==> src/rtl/keypad_scan_ctrl.sv <==
// Matrix keypad scanner: one-hot column drive, 2-flop row sync, press/release debounce,
// single-cycle key events with linear key code and optional auto-repeat.
module keypad_scan_ctrl #(
   parameter int ROWS       = 4,
   parameter int COLS       = 4,
   parameter int DWELL_CYC  = 27,
   parameter int DB_CYC     = 270000,
   parameter int REPEAT_EN  = 0,
   parameter int REPEAT_DLY = 13500000,
   parameter int REPEAT_PER = 2700000,
   parameter int CODE_W     = $clog2(ROWS*COLS)
) (
   input  logic              clk,
   input  logic              reset,
   input  logic [ROWS-1:0]   filas_raw,
   output logic [COLS-1:0]   columnas,
   output logic [CODE_W-1:0] key_code,
   output logic              key_valid,
   output logic              key_held,
   output logic              key_release,
   output logic              multi_err
);
   localparam int DW_W   = $clog2(DWELL_CYC + 1);
   localparam int DB_W   = $clog2(DB_CYC + 1);
   localparam int RP_MAX = (REPEAT_DLY > REPEAT_PER) ? REPEAT_DLY : REPEAT_PER;
   localparam int RP_W   = $clog2(RP_MAX + 1);

   localparam logic [1:0] S_SCAN = 2'd0;
   localparam logic [1:0] S_DEB  = 2'd1;
   localparam logic [1:0] S_HELD = 2'd2;
   localparam logic [1:0] S_REL  = 2'd3;

   logic [1:0]        rst_q;
   logic              rst;
   logic [ROWS-1:0]   row_s1, rows;
   logic [1:0]        state;
   logic [DW_W-1:0]   dw_cnt;
   logic [DB_W-1:0]   db_cnt;
   logic [RP_W-1:0]   rp_cnt, rp_tgt;
   logic              rp_first;
   logic [ROWS-1:0]   cand_mask;
   logic [CODE_W-1:0] cand_code, code_now;
   logic [COLS-1:0]   col_next;
   logic              rows_zero, rows_one, rel_done;
   int                row_idx, col_idx;

   // Reset asserts immediately but releases two clocks later, aligned to clk.
   always_ff @(posedge clk or posedge reset) begin
      if (reset) rst_q <= 2'b11;
      else       rst_q <= {rst_q[0], 1'b0};
   end
   assign rst = rst_q[1];

   always_ff @(posedge clk or posedge rst) begin
      if (rst) begin
         row_s1 <= '0;
         rows   <= '0;
      end else begin
         row_s1 <= filas_raw;
         rows   <= row_s1;
      end
   end

   always_comb begin
      row_idx = 0;
      col_idx = 0;
      for (int i = 0; i < ROWS; i++) if (rows[i]) row_idx = i;
      for (int j = 0; j < COLS; j++) if (columnas[j]) col_idx = j;
      code_now  = CODE_W'(row_idx * COLS + col_idx);
      col_next  = {columnas[COLS-2:0], columnas[COLS-1]};
      rows_zero = (rows == '0);
      rows_one  = !rows_zero && ((rows & (rows - ROWS'(1))) == '0);
      rel_done  = (state == S_REL) && ((rows & cand_mask) == '0) &&
                  (db_cnt == DB_W'(DB_CYC - 1));
      rp_tgt    = rp_first ? RP_W'(REPEAT_DLY - 1) : RP_W'(REPEAT_PER - 1);
   end

   always_ff @(posedge clk or posedge rst) begin
      if (rst) begin
         state       <= S_SCAN;
         columnas    <= COLS'(1);
         dw_cnt      <= '0;
         db_cnt      <= '0;
         rp_cnt      <= '0;
         rp_first    <= 1'b0;
         cand_mask   <= '0;
         cand_code   <= '0;
         key_code    <= '0;
         key_valid   <= 1'b0;
         key_held    <= 1'b0;
         key_release <= 1'b0;
         multi_err   <= 1'b0;
      end else begin
         key_valid   <= 1'b0;
         key_release <= 1'b0;
         multi_err   <= 1'b0;
         case (state)
            S_SCAN: begin
               if (dw_cnt == DW_W'(DWELL_CYC - 1)) begin
                  dw_cnt <= '0;
                  if (rows_one) begin
                     cand_mask <= rows;
                     cand_code <= code_now;
                     db_cnt    <= '0;
                     state     <= S_DEB;
                  end else begin
                     // Ghosted multi-row reads are skipped like an empty column.
                     columnas  <= col_next;
                     multi_err <= !rows_zero;
                  end
               end else begin
                  dw_cnt <= dw_cnt + DW_W'(1);
               end
            end
            S_DEB: begin
               if (rows != cand_mask) begin
                  columnas <= col_next;
                  db_cnt   <= '0;
                  state    <= S_SCAN;
               end else if (db_cnt == DB_W'(DB_CYC - 1)) begin
                  key_code  <= cand_code;
                  key_valid <= 1'b1;
                  key_held  <= 1'b1;
                  db_cnt    <= '0;
                  rp_cnt    <= '0;
                  rp_first  <= 1'b1;
                  state     <= S_HELD;
               end else begin
                  db_cnt <= db_cnt + DB_W'(1);
               end
            end
            S_HELD: begin
               if (rows_zero) begin
                  db_cnt <= '0;
                  state  <= S_REL;
               end
            end
            default: begin
               if ((rows & cand_mask) != '0) begin
                  state <= S_HELD;
               end else if (rel_done) begin
                  key_held    <= 1'b0;
                  key_release <= 1'b1;
                  columnas    <= col_next;
                  dw_cnt      <= '0;
                  db_cnt      <= '0;
                  state       <= S_SCAN;
               end else begin
                  db_cnt <= db_cnt + DB_W'(1);
               end
            end
         endcase
         // Repeat timer runs from accept through release debounce; a release wins a tie.
         if (key_held) begin
            if (rp_cnt == rp_tgt) begin
               rp_cnt   <= '0;
               rp_first <= 1'b0;
               if (REPEAT_EN != 0 && !rel_done) key_valid <= 1'b1;
            end else begin
               rp_cnt <= rp_cnt + RP_W'(1);
            end
         end
      end
   end
endmodule

==> config.mk <==
export PLATFORM = sky130hd
export DESIGN_NAME = keypad_scan_ctrl
export DESIGN_NICKNAME = d
export VERILOG_FILES = /design/src/rtl/keypad_scan_ctrl.sv
export SDC_FILE = /design/constraint.sdc
export NUM_CORES = 1
export LEC_CHECK = 0
export ABC_AREA = 1
export CAP_MARGIN = 20
export CORE_MARGIN = 8
export CORE_UTILIZATION = 25
export CTS_CLUSTER_DIAMETER = 150
export CTS_CLUSTER_SIZE = 10
export DETAILED_ROUTE_END_ITERATION = 12
export PLACE_DENSITY_LB_ADDON = 0.05
export SLEW_MARGIN = 20
export SYNTH_ARGS = -nofsm -noshare
export SYNTH_HDL_FRONTEND = slang
export SYNTH_SLANG_ARGS = --single-unit
==> constraint.sdc <==
create_clock -name clk -period 2.9 [get_ports clk]
set_input_delay 0.58 -clock clk [delete_from_list [all_inputs] [get_ports clk]]
set_output_delay 0.58 -clock clk [all_outputs]
set_load 0.01 [all_outputs]
==> impl_metrics.env <==
export IMPL_status="complete, no violations"
export IMPL_critPathMaxFanout=19
export IMPL_ys_ff_latch=56
export IMPL_grt_pass1_wl_um=11760
export IMPL_relSlewSlack_pct=57.25
export IMPL_synth_area_mm2=0.003015
export IMPL_critPathLaunchType="register"
export IMPL_fmax_mhz=485.2
export IMPL_routedWlPerCell_um=12.82
export IMPL_die_h_um=125.8
export IMPL_clock_sinks=56
export IMPL_setup_viol=0
export IMPL_first_pass_iters=4
export IMPL_power_density_mw_per_mm2=611.0
export IMPL_drt_first_iter_violations=107
export IMPL_syn_num_nets=380
export IMPL_route_antenna_remaining_nets=0
export IMPL_hold_viol_final=0
export IMPL_cts_tree="done"
export IMPL_initial_core_util_pct=25.32
export IMPL_routed_via_density=4.328
export IMPL_clock_latency_ns=0.31
export IMPL_grt_use_total_pct=9.363
export IMPL_cts_max_level=2
export IMPL_synth_top_cell_area_share_pct=43.98
export IMPL_crit_path_max_incr_delay_ns=0.44
export IMPL_rsz0062_at_grt="no"
export IMPL_nFillCells=1281
export IMPL_fin_setup_tns_ns=0
export IMPL_ctsHoldBuffers=0
export IMPL_n_antenna_cell=0
export IMPL_slowest_stage="ha_1"
export IMPL_synth_cell_types=38
export IMPL_crit_path_end_kind="register"
export IMPL_vdd_drop_max_mv=0.2201
export IMPL_grt_pass1_vias=2364
export IMPL_synth_cells=363
export IMPL_worst_pin_slew_ns=0.6403
export IMPL_cts_setup_buffers=0
export IMPL_core_mm2=0.01191
export IMPL_synth_largest_area_cell="dfrtp_1"
export IMPL_syn2layout_area_growth_pct=16.06
export IMPL_synth_warnings=0
export IMPL_clockBufferDepth=2
export IMPL_numPortBuffers=17
export IMPL_die_w_um=125.8
export IMPL_synthTopCellsByArea="dfrtp_1 44%, nand2_1 12%, nor2_1 5.2%, inv_1 5.1%, ha_1 4.6%"
export IMPL_cap_violations=0
export IMPL_clk_pin_slew_ns=0.07
export IMPL_cts_resized=0
export IMPL_worst_ep_required_time_ns=3.09
export IMPL_place_congestion=0.7409
export IMPL_post_route_period_util_pct=71.07
export IMPL_drt_total_wl_um=6834
export IMPL_placementRows=40
export IMPL_arrival_ns=2.26
export IMPL_mostFrequentLayoutCell="nand2_1"
export IMPL_skew_ns=0.006480
export IMPL_fin_crit_ns=2.061
export IMPL_power_mw=2.138
export IMPL_root_buffer="clkbuf_16"
export IMPL_drv_slew=0
export IMPL_route_detailed_drc=0
export IMPL_io_pins=18
export IMPL_grt_max_degree=30
export IMPL_grt_overflow_total=0
export IMPL_p_leak_nw=1.628
export IMPL_drive_gt1_share_pct=13.99
export IMPL_path_cells="inv_1 > ha_1 > nor2_1 > inv_2 > nor2_4 > nor2_8 > nand3_4 > inv_2 > nor2_1"
export IMPL_cts_buffers=5
export IMPL_layout_nets=402
export IMPL_ys_seq_area_share_pct=46.60
export IMPL_avgSynthCellArea_um2=8.307
export IMPL_grt_antenna_before_repair=0
export IMPL_dp_hpwl_um=5112
export IMPL_final_cell_mix="96 x nand2_1, 53 x dfrtp_1, 42 x nor2_1"
export IMPL_vias=2307
export IMPL_critPathKind="register to register"
export IMPL_final_util_pct=29.38
export IMPL_die_area_mm2=0.01583
export IMPL_worstHoldPathType="register to async pin"
[logic make-up after synthesis]
logic type               count (synthesis)  synth area share (%)
XOR/XNOR                                 3                0.8715
flip-flops                              56                 46.60
buffers and inverters                   49                 6.763
other                                    1                0.1244
AO/OA/AOI/OAI                           44                 9.544
adder cells (fa/ha/maj)                 11                 4.564
AND/OR/NAND/NOR                        199                 31.54
[where the power goes]
part	leakage, nW	switching, mW	internal, mW
clock network	0.0669	0.292	0.320
logic	0.818	0.455	0.192
registers	0.743	0.0462	0.832
total	1.63	0.794	1.34
[state kept, by name, summed over array words and instances (netlist names), 4 cells and up]
signal and count:
row_s1 4, rows 4, key_code 4, columnas 4
dw_cnt 5, cand_code 4, db_cnt 19, cand_mask 4
[stage by stage]
stage	setup slack [ns]	hold slack, ns	cell area [um^2]	cells
after global routing	0.6603	0.3624	3500	533
after CTS	0.8049	0.3515	3500	533
after global placement	0.8847	0.3362	3358	525
after floorplan	1.155	0.3312	3015	363
final	0.8389	0.3377	3500	533
after detailed placement	0.8196	0.3347	3358	525
[worst max-delay path: cells and delay by family, from the launching register on]
family	cells	cell delay, ns
DFF	1	0.43
adders and majority gates	1	0.44
and+or+nand+nor	5	0.71
buffers and inverters	3	0.37
[routing by layer]
metal	up-vias	global-route usage, %	wire length [um]
met5	-	0	0
met1	1079	11.59	3334
met4	0	3.255	95
met2	26	14.88	3145
li1	1196	-	-
met3	6	3.207	259
[final timing paths]
check	start	slack [ns]	cells after the start	endpoint
worst max register to register	state[0]	0.84	9	db_cnt[18]
worst max-delay path	state[0]	0.84	9	db_cnt[18]
worst min register to register	rst_q[1]	0.34	1	cand_mask[0]
worst min-delay path	rst_q[1]	0.34	1	cand_mask[0]
min in group clk	row_s1[3]	0.35	0	rows[3]
max in group asynchronous	rst_q[1]	1.98	2	db_cnt[14]
[synthesized netlist by cell type]
cell / instances
nor2_4: 3
conb_1: 1
nand3_2: 2
nand3_4: 1
nor4_1: 1
nor2_8: 1
o21ai_2: 2
or2_2: 1
inv_2: 5
nand3_1: 22
o21ai_1: 8
buf_8: 1
o21a_1: 1
o21ai_0: 13
ha_1: 11
a21oi_1: 7
o211ai_1: 1
nand4_1: 5
nand3b_1: 1
dfrtp_1: 53
a21oi_4: 1
nand2_2: 3
xor2_1: 3
o21bai_2: 2
nor3_1: 6
nand2_1: 96
nand2_4: 4
dfstp_2: 3
nor2_2: 7
buf_6: 1
nand4_2: 2
o31ai_1: 2
nor3b_1: 1
nor3_2: 1
buf_2: 1
nor2_1: 42
inv_1: 41
a21oi_2: 7
[cell type report]
class | count | area [um^2] | share of cell area (%)
multi-input cells | 258 | 1406 | 40.19
flip-flops and latches | 56 | 1405 | 40.15
repair buffers | 18 | 190.2 | 5.434
well taps | 147 | 183.9 | 5.256
inverters | 46 | 172.7 | 4.934
clock buffers | 6 | 128.9 | 3.683
clock inverters | 2 | 12.51 | 0.3575
(Power assumes the default switching activity.)
